<file path="config.mk">
export PLATFORM = sky130hd
export DESIGN_NAME = csr_issue_fifo
export DESIGN_NICKNAME = d
export VERILOG_FILES = /design/src/rtl/csr_issue_fifo.sv
export SDC_FILE = /design/constraint.sdc
export NUM_CORES = 1
export LEC_CHECK = 0
export CAP_MARGIN = 20
export CORE_MARGIN = 5
export CORE_UTILIZATION = 45
export CTS_BUF_LIST = sky130_fd_sc_hd__clkbuf_4
export CTS_CLUSTER_SIZE = 24
export DETAILED_ROUTE_END_ITERATION = 10
export PLACE_DENSITY_LB_ADDON = 0.08
export SLEW_MARGIN = 10
export SYNTH_ARGS = -nofsm -noshare
export SYNTH_HDL_FRONTEND = slang
export SYNTH_SLANG_ARGS = --single-unit
</file>
<file path="constraint.sdc">
create_clock -name clk -period 5.5 [get_ports clk]
set_input_delay 0.825 -clock clk [delete_from_list [all_inputs] [get_ports clk]]
set_output_delay 0.825 -clock clk [all_outputs]
set_load 0.005 [all_outputs]
</file>
<file path="src/rtl/csr_issue_fifo.sv">
// First-word-fall-through FIFO carrying CSR-class issue packs to the CSR execute stage.
// Pointers carry an extra wrap bit so full and empty can be told apart without a counter.
package csr_issue_pkg;
  typedef struct packed {
    logic [31:0] pc;
    logic [11:0] csr_addr;
    logic [31:0] rs1_data;
    logic [4:0]  rd_addr;
    logic [2:0]  funct3;
    logic [5:0]  rob_id;
  } issue_execute_pack_t;
endpackage

module csr_issue_fifo
  import csr_issue_pkg::*;
#(
  parameter int unsigned DEPTH = 4
) (
  input  logic                       clk,
  input  logic                       rst,
  input  issue_execute_pack_t        issue_csr_fifo_data_in,
  input  logic                       issue_csr_fifo_push,
  output logic                       issue_csr_fifo_full,
  output logic [$clog2(DEPTH):0]     issue_csr_fifo_free_space,
  output issue_execute_pack_t        issue_csr_fifo_data_out,
  output logic                       issue_csr_fifo_data_out_valid,
  input  logic                       issue_csr_fifo_pop,
  input  logic                       issue_csr_fifo_flush
);

  localparam int unsigned AW = $clog2(DEPTH);
  localparam int unsigned PW = AW + 1;

  issue_execute_pack_t r_mem [DEPTH];
  logic [PW-1:0]       r_wptr;
  logic [PW-1:0]       r_rptr;

  logic [PW-1:0] w_wptr_next;
  logic [PW-1:0] w_rptr_next;
  logic [PW-1:0] w_count;
  logic          w_empty;
  logic          w_full;
  logic          w_push_acc;
  logic          w_pop_acc;

  assign w_empty = (r_wptr == r_rptr);
  assign w_full  = (r_wptr[AW-1:0] == r_rptr[AW-1:0]) && (r_wptr[AW] != r_rptr[AW]);
  assign w_count = r_wptr - r_rptr;

  // Flush blocks both ports so a dropped push never lands in storage.
  assign w_push_acc = issue_csr_fifo_push && !w_full  && !issue_csr_fifo_flush;
  assign w_pop_acc  = issue_csr_fifo_pop  && !w_empty && !issue_csr_fifo_flush;

  always_comb begin
    w_wptr_next = r_wptr;
    w_rptr_next = r_rptr;
    if (issue_csr_fifo_flush) begin
      w_wptr_next = '0;
      w_rptr_next = '0;
    end else begin
      if (w_push_acc) w_wptr_next = r_wptr + PW'(1);
      if (w_pop_acc)  w_rptr_next = r_rptr + PW'(1);
    end
  end

  always_ff @(posedge clk) begin
    if (rst) begin
      r_wptr <= '0;
      r_rptr <= '0;
    end else begin
      r_wptr <= w_wptr_next;
      r_rptr <= w_rptr_next;
    end
  end

  always_ff @(posedge clk) begin
    if (rst) begin
      for (int unsigned i = 0; i < DEPTH; i++) r_mem[i] <= '0;
    end else if (w_push_acc) begin
      r_mem[r_wptr[AW-1:0]] <= issue_csr_fifo_data_in;
    end
  end

  always_comb begin
    issue_csr_fifo_full           = w_full;
    issue_csr_fifo_free_space     = PW'(DEPTH) - w_count;
    issue_csr_fifo_data_out_valid = !w_empty;
    issue_csr_fifo_data_out       = r_mem[r_rptr[AW-1:0]];
  end

endmodule

</file>
==> summary.md <==
| Metric | Value |
|---|---|
| Vias in the first global route | `10.2k` |
| Endpoint type of the worst setup path | `output port` |
| Post-route DRC violation count | `0` |
| Syn Area/Cell | `15.4 um2` |
| Mapped Area | `0.0159 mm2` |
| Final setup fails | `0` |
| Worst endpoint required time | `4.68 ns` |
| Period utilization | `0.743` |
| Row Count | `68` |
| Syn-to-layout area delta | `22.5%` |
| Final wirelength | `38.1 mm` |
| Buf+Inv Stages, Crit Path | `2` |
| Placer Congestion | `0.714` |
| Final slew viol count | `0` |
| First DRT Iteration DRCs | `475` |
| Hold/Removal Path Class | `register to register` |
| Post-CTS setup buffer count | `0` |
| Port bufs | `189` |
| Library cells used by synthesis | `31` |
| Initial antenna violation count | `3` |
| Die W | `198 um` |
| WL/cell | `21.3 um` |
| Pin count of the biggest net entering global routing | `91` |
| Post-DP HPWL | `20.8 mm` |
| GRT Util Overall | `0.197` |
| Initial core utilization | `0.458` |
| Slowest stage delay, CP | `0.92 ns` |
| CTS H-tree depth | `3` |
| # hold bufs at CTS | `0` |
| Io pins | `190` |
| Pwr dens | `307 mW/mm2` |
| Most common cell after layout, fill and taps aside | `edfxtp_1` |
| Net count after synthesis | `1134` |
| # nets final | `1369` |
| Ratio of cells with drive above 1 in the final layout | `0.235` |
| Total global routing overflow | `0` |
| Clock tree buffer depth | `3` |
| EDFF count, synth | `360` |
| Post-layout power | `5980 uW` |
| Post-synth ARST share | `0` |
| Worst-Margin Slew | `1.03 ns` |
| LEAKAGE | `0.00695 uW` |
| Cells along the critical path | `buf_4, mux4_2, clkdlybuf4s50_1` |
| Sink Count | `368` |
| Post-synthesis sequential area ratio | `0.690` |
| Antenna viol nets, final | `0` |
| Clock Latency Late Sink | `0.71 ns` |
| Setup ws final | `1.41 ns` |
| Post-Layout Cell Count | `1794` |
| Vias | `9428` |
| Max Cap Viol | `0` |
| Setup Crit Path Kind | `register to output port` |
| Total die area | `0.0392 mm2` |
| CP startpoint kind | `register` |
| CTS resizes | `0` |
| Root Buffer | `clkbuf_4` |
| Vias/cell | `5.26` |
| Flops & latches, synth | `368` |
| Status | `finished clean` |
| Core Box Area | `0.0347 mm2` |
| DIE HEIGHT | `198 um` |
| VDD IR max | `0.135 mV` |
| Most frequent cells in the layout | `edfxtp_1 (360), nor2_1 (272), clkdlybuf4s50_1 (188), clkbuf_4 (142)` |
| Fin crit period | `4.09 ns` |
| Yosys warnings | `0` |
| CTS buffer count | `96` |
| Clock edge transition at the registers on the reported setup and hold paths | `0.06 ns` |
| Sum Neg Setup Slack | `0 ns` |
| Mapped Cells | `1034` |
| Most used flip-flop cell after synthesis | `edfxtp_1` |
| CTS tree | `built` |
| CP Data Arrival Time | `3.26 ns` |
| First-pass GRT wire length | `58.5 mm` |
| Final hold violations | `0` |
| Crit-path leading delay family | `buffers and inverters` |
| Placed cell count | `1626` |
| Post-Place Setup Slack | `1.90 ns` |
| Clk_skew | `0.0323 ns` |
| Drt pass-1 iters | `4` |
| RSZ-0062 raised after global routing | `false` |
| Worst-path maximum fanout | `39` |
| Fmax | `245 MHz` |
| Critical path's slowest cell | `dfxtp_4` |
| Slew headroom | `0.313` |
## cells by family (layout without fill, tap and decap cells)
| family | Yosys count | count (layout) | synth area share |
|---|---|---|---|
| xor gates and xnor gates | 4 | 4 | 0.00220 |
| other | 0 | 3 | 0 |
| DFF | 368 | 368 | 0.690 |
| adders and majority gates | 5 | 5 | 0.00393 |
| AOI/OAI and AO/OA | 11 | 11 | 0.00661 |
| and+or+nand+nor | 474 | 474 | 0.146 |
| muxes | 95 | 95 | 0.131 |
| buffers and inverters | 77 | 379 | 0.0202 |
## metrics by stage
stage          utilization  hold slack [ns]  area (um2)
4_1_cts              0.561            0.506       19500
5_1_grt              0.561            0.533       19500
3_3_place_gp         0.527            0.485       18300
6_report             0.561            0.509       19500
2_1_floorplan            -            0.471       15900
3_5_place_dp         0.527            0.495       18300
## area by class of cell
cell class	instances	area, um2
diodes	3	7.51
clock buffers	142	1070
clock inverters	23	92.6
fillers	2864	15200
inverters	9	33.8
multi-input cells	589	4650
flip-flops and latches	368	11000
well taps	455	569
repair buffers	205	2070
## worst register-to-register path, delay by kind of cell (launching register included)
family	cells	cell delay, ns
AO/OA/AOI/OAI	1	0.68
flip-flops	1	0.46
adder cells (fa/ha/maj)	1	0.31
buffers and inverters	2	0.98
AND/OR/NAND/NOR	2	0.36
## final timing paths
check / from / end / slack, ns / cells after the start
min reg2reg: r_rptr[1] / register / 0.51 / 2
max: register / issue_csr_fifo_data_out[28] / 1.41 / 3
min: r_rptr[1] / register / 0.51 / 2
max reg2reg: r_wptr[1] / r_mem[0][79] / 2.40 / 6
## state kept, by name, summed over array words and instances, names as in the netlist, named ones only
register	cells
r_wptr	3
r_mem	360
r_rptr	3
## metal layers
metal	share of wire	vias to the layer above	track usage	wire length [um]
li1	-	4300	-	-
met3	0.067	35	0.0430	2540
met4	0.013	0	0.0569	497
met5	0	-	0	0
met2	0.50	307	0.330	19100
met1	0.42	4786	0.262	16000
## Yosys cell counts (all sizes together) (6+ instances only)
library cell  count  area [um2]
edfxtp          360       10800
nor2            272        1020
nand2b           92         576
and2             91         629
mux4             90        2030
clkbuf           51         203
buf              17        85.1
inv               9        33.8
nand2             9        33.8
dfxtp             8         160
o211ai            6        55.1
## where the power goes
group,total [uW],switching [uW],internal [uW]
Combinational,498,250,248
Clock,2240,1070,1170
Sequential,3240,34.3,3200
Total,5980,1350,4620
Power figures use the tool's default switching activity.
